$ cat src/rtl/key_step_debouncer.sv
// Push-button conditioner: 2-flop synchronisers, press/release debounce FSM, one-cycle step strobe.
// Optional auto-repeat while held is enabled by defining AUTOREPEAT_EN.
module key_step_debouncer #(
  parameter int DEBOUNCE_CYCLES = 16,
  parameter int REPEAT_DELAY    = 64,
  parameter int REPEAT_PERIOD   = 16
) (
  input  logic clk,
  input  logic reset,
  input  logic key_n,
  input  logic sw_dir,
  output logic step,
  output logic dir,
  output logic pressed
);

  localparam int CW = ($clog2(DEBOUNCE_CYCLES) > 1) ? $clog2(DEBOUNCE_CYCLES) : 1;
  localparam logic [CW-1:0] CNT_LAST = CW'(DEBOUNCE_CYCLES - 1);

  typedef enum logic [1:0] {
    IDLE,
    PRESS_WAIT,
    PRESSED,
    RELEASE_WAIT
  } state_t;

  logic [1:0]    key_sync_q, key_sync_d;
  logic [1:0]    dir_sync_q, dir_sync_d;
  state_t        state_q, state_d;
  logic [CW-1:0] cnt_q, cnt_d;
  logic          step_q, step_d;
  logic          dir_q, dir_d;
  logic          pressed_q, pressed_d;
  logic          key_s, dir_s;

`ifdef AUTOREPEAT_EN
  localparam int RMAX = (REPEAT_DELAY > REPEAT_PERIOD) ? REPEAT_DELAY : REPEAT_PERIOD;
  localparam int RW   = $clog2(RMAX + 1);
  localparam logic [RW-1:0] DELAY_LAST  = RW'(REPEAT_DELAY - 1);
  localparam logic [RW-1:0] PERIOD_LAST = RW'(REPEAT_PERIOD - 1);

  logic [RW-1:0] rpt_q, rpt_d;
  logic          first_q, first_d;
`endif

  assign key_s = key_sync_q[1];
  assign dir_s = dir_sync_q[1];

  always_comb begin
    key_sync_d = {key_sync_q[0], key_n};
    dir_sync_d = {dir_sync_q[0], sw_dir};
    state_d    = state_q;
    cnt_d      = cnt_q;
    step_d     = 1'b0;
    dir_d      = dir_q;
`ifdef AUTOREPEAT_EN
    rpt_d      = rpt_q;
    first_d    = first_q;
`endif

    unique case (state_q)
      IDLE: begin
        if (!key_s) begin
          state_d = PRESS_WAIT;
          cnt_d   = '0;
        end
      end
      PRESS_WAIT: begin
        if (key_s) begin
          state_d = IDLE;
        end else if (cnt_q == CNT_LAST) begin
          state_d = PRESSED;
          step_d  = 1'b1;
          dir_d   = dir_s;
`ifdef AUTOREPEAT_EN
          rpt_d   = '0;
          first_d = 1'b1;
`endif
        end else begin
          cnt_d = cnt_q + 1'b1;
        end
      end
      PRESSED: begin
        if (key_s) begin
          state_d = RELEASE_WAIT;
          cnt_d   = '0;
        end
`ifdef AUTOREPEAT_EN
        // First repeat waits REPEAT_DELAY after acceptance, the rest REPEAT_PERIOD.
        else if (rpt_q == (first_q ? DELAY_LAST : PERIOD_LAST)) begin
          step_d  = 1'b1;
          dir_d   = dir_s;
          rpt_d   = '0;
          first_d = 1'b0;
        end else begin
          rpt_d = rpt_q + 1'b1;
        end
`endif
      end
      RELEASE_WAIT: begin
        if (!key_s) begin
          state_d = PRESSED;
`ifdef AUTOREPEAT_EN
          rpt_d   = '0;
          first_d = 1'b1;
`endif
        end else if (cnt_q == CNT_LAST) begin
          state_d = IDLE;
`ifdef AUTOREPEAT_EN
          rpt_d   = '0;
`endif
        end else begin
          cnt_d = cnt_q + 1'b1;
        end
      end
      default: state_d = IDLE;
    endcase

    pressed_d = (state_d == PRESSED) || (state_d == RELEASE_WAIT);
  end

  always_ff @(posedge clk or posedge reset) begin
    if (reset) begin
      key_sync_q <= 2'b11;
      dir_sync_q <= 2'b00;
      state_q    <= IDLE;
      cnt_q      <= '0;
      step_q     <= 1'b0;
      dir_q      <= 1'b0;
      pressed_q  <= 1'b0;
`ifdef AUTOREPEAT_EN
      rpt_q      <= '0;
      first_q    <= 1'b1;
`endif
    end else begin
      key_sync_q <= key_sync_d;
      dir_sync_q <= dir_sync_d;
      state_q    <= state_d;
      cnt_q      <= cnt_d;
      step_q     <= step_d;
      dir_q      <= dir_d;
      pressed_q  <= pressed_d;
`ifdef AUTOREPEAT_EN
      rpt_q      <= rpt_d;
      first_q    <= first_d;
`endif
    end
  end

  assign step    = step_q;
  assign dir     = dir_q;
  assign pressed = pressed_q;

endmodule
$ cat config.mk
export PLATFORM = sky130hd
export DESIGN_NAME = key_step_debouncer
export DESIGN_NICKNAME = d
export VERILOG_FILES = /design/src/rtl/key_step_debouncer.sv
export SDC_FILE = /design/constraint.sdc
export NUM_CORES = 1
export LEC_CHECK = 0
export ABC_CLOCK_PERIOD_IN_PS = 2500
export BUFFER_PORTS_ARGS = -buffer_cell sky130_fd_sc_hd__buf_4
export CORE_AREA = 2 2 39 41
export CTS_CLUSTER_SIZE = 8
export DETAILED_ROUTE_END_ITERATION = 7
export DIE_AREA = 0 0 41 43
export GPL_ROUTABILITY_DRIVEN = 0
export PLACE_DENSITY = 0.58
export SETUP_SLACK_MARGIN = 0.4
export SLEW_MARGIN = 20
export SYNTH_ARGS = -nofsm -noshare
export SYNTH_HDL_FRONTEND = slang
export SYNTH_SLANG_ARGS = --single-unit
$ cat constraint.sdc
create_clock -name clk -period 2.5 [get_ports clk]
set_input_delay 0 -clock clk [delete_from_list [all_inputs] [get_ports clk]]
set_output_delay 0 -clock clk [all_outputs]
set_load 0.05 [all_outputs]
==> results.json <==
{
  "status": "finished clean",
  "grt_overflow": 0,
  "synth_edf_count": 0,
  "num_antenna_cells": 0,
  "timing.fmax_mhz": 659,
  "drt-initial-drc-count": 5,
  "grt.busiest_layer": "met2",
  "p_leak_uw": 0.000328,
  "drc": 0,
  "yosysTopAreaCell": "dfrtp_1",
  "clock_latency_ns": 0.27,
  "rows": 14,
  "slew-limit-headroom_pct": 70.0,
  "crit_type": "register to register",
  "yosys_warnings": 0,
  "cp.required_ns": 2.65,
  "num-fill-cells": 134,
  "rsz0062_at_grt": "no",
  "setup-tns-final_ns": 0,
  "grt_max_degree": 14,
  "slowest_delay_ns": 0.41,
  "drtAntennaViolNets": 0,
  "irDropWorstVdd_v": 0.000266,
  "area_growth_pct": 23.5,
  "clk_pin_slew_ns": 0.07,
  "synth-seq-cells": 13,
  "grt_pass1_wl_mm": 1.23,
  "r2r_cells": 4,
  "cts_tree": "yes",
  "grt_use_total_pct": 11.2,
  "synth.avg_cell_area_um2": 13.9,
  "nNetsFinal": 56,
  "fp.dieW_um": 41,
  "synth_cell_types": 20,
  "syn_inst": 37,
  "drv_cap": 0,
  "dr_total_vias": 325,
  "drv_slew": 0,
  "place_hpwl_um": 567,
  "start_util_pct": 37.3,
  "worst_slack_ns": 0.984,
  "tightest_slew_ns": 0.450,
  "final_hold_viol_count": 0,
  "synth.net_count": 42,
  "clockRootBuffer": "clkbuf_4",
  "fp.dieH_um": 43,
  "start_kind": "register",
  "path_cells": "ha_1 -> nand4_4 -> nor3_2 -> mux2_1",
  "crit_fanout": 7,
  "synthesis.area_um2": 515,
  "use_met2_pct": 17.8,
  "cp-end-kind": "register",
  "total_power_uw": 392,
  "power.density_nw_per_um2": 616,
  "setup-violations-final": 0,
  "fin_crit_sh_pct": 60.7,
  "die_area_um2": 1760,
  "synth.area.top_cells": "dfrtp_1 (53%), dfstp_2 (10%), nand4_4 (4.1%)",
  "arrival_ns": 1.67,
  "io_pins": 7,
  "crit_family": "flip-flops",
  "synthFlopType": "dfrtp_1",
  "cp_slowest_cell": "dfrtp_1",
  "cts_resized": 0,
  "viasPerCell": 4.92,
  "core_um2": 1380,
  "holdCritPathClass": "input port to async pin",
  "seq_area_frac_synth_pct": 63.6,
  "critPathBufInv": 0,
  "synth_top_area_share_pct": 53.4,
  "grtUsageMet3_pct": 4.71,
  "place_ws_ns": 1.00,
  "clock-sinks": 13,
  "skew_ns": 0.00179,
  "drive_gt1_share_pct": 34.0,
  "dr.pass1.iters": 2,
  "wirelength_um": 753,
  "crit_cells": 4,
  "port_buffers": 6,
  "cts_buffers": 3,
  "synth_common_cells": "dfrtp_1 (11), inv_1 (3), o21ai_0 (3)",
  "async_reset_ff_share_pct": 100,
  "grt_pass1_vias": 317,
  "h-tree-depth": 1,
  "wl_per_cell_um": 11.4,
  "grtUsageMet1_pct": 10.7,
  "fin_crit_ns": 1.52,
  "yosysMostFrequentCell": "dfrtp_1",
  "antenna_found_initial": 0,
  "cts_buffer_depth": 2
}
[sequential cells by signal, indices dropped and copies added, names as in the netlist]
signal and count:
dir 1, step 1, dir_sync_q 2, pressed 1
cnt_q 4, key_sync_q 2, state_q 2
[final cells by class]
cell class | count | area (um^2) | share of cell area (%)
Clock buffer | 4 | 26.3 | 4.13
Inverter | 3 | 11.3 | 1.77
Multi-Input combinational cell | 21 | 176 | 27.7
Sequential cell | 13 | 328 | 51.5
Tap cell | 16 | 20.0 | 3.14
Timing Repair Buffer | 9 | 75.1 | 11.8
[per-stage QoR]
stage                     cells  instance area (um^2)  hold WS (ns)  utilization, %
after CTS                    66                   637         0.301            46.0
after floorplan              37                   515        -0.124               -
final                        66                   637         0.290            46.0
after detailed placement     59                   581        0.0437            42.0
after global placement       59                   581        0.0305            42.0
after global routing         66                   637         0.338            46.0
[cells in the final DEF (no fill, tap or decap), types with 2 or more instances in the layout]
cell type and count:
inv_1 3, nand2_1 2, a21oi_1 2, dlygate4sd3_1 3, buf_4 6, dfstp_2 2
o21ai_0 3, clkbuf_4 3, dfrtp_1 11
[worst register-to-register path, cell delays in order, from the launching register on]
cell and delay (ns):
dfrtp_1 0.41, ha_1 0.26, nand4_4 0.17, nor3_2 0.22
mux2_1 0.35
[per-layer routing]
layer	vias up	routed length, um	part of all wire (%)
met4	0	7	0.93
met5	-	0	0
met2	8	408	54
met3	2	30	4.0
met1	160	307	41
li1	155	-	-
[final timing paths]
kind / startpoint / slack (ns) / end
max in group asynchronous: reset / 1.87 / key_sync_q[1]$_DFF_PP1_
setup / recovery: cnt_q[0]$_DFFE_PP0P_ / 0.98 / dir$_DFFE_PP0P_
min in group clk: dir_sync_q[0]$_DFF_PP0_ / 0.36 / dir_sync_q[1]$_DFF_PP0_
setup reg to reg: cnt_q[0]$_DFFE_PP0P_ / 0.98 / dir$_DFFE_PP0P_
hold / removal: reset / 0.29 / cnt_q[1]$_DFFE_PP0P_
hold reg to reg: dir_sync_q[0]$_DFF_PP0_ / 0.36 / dir_sync_q[1]$_DFF_PP0_
[power by group]
| group | internal [uW] | leakage (uW) | switching (uW) |
|---|---|---|---|
| clock network | 61.7 | 0.0000150 | 59.5 |
| logic | 19.8 | 0.000148 | 15.4 |
| registers | 224 | 0.000165 | 12.2 |
| total | 305 | 0.000328 | 87.2 |
[logic make-up (layout without fill, tap and decap cells)]
| kind of cell | after synthesis | in the layout | share of synthesized area [%] |
|---|---|---|---|
| compound gates | 8 | 8 | 9.71 |
| mux | 2 | 2 | 5.10 |
| buf+inv | 3 | 16 | 2.18 |
| fa+ha+maj | 1 | 1 | 2.43 |
| flops | 13 | 13 | 63.6 |
| xor+xnor | 1 | 1 | 3.16 |
| simple gates | 9 | 9 | 13.8 |
[what timing repair did]
| action | in CTS | in global routing |
|---|---|---|
| hold buffers | 3 | 0 |
| endpoints found under the hold margin | 13 | 0 |
| setup buffers | 0 | 0 |
Note: power is estimated with default switching activity, not from simulation.
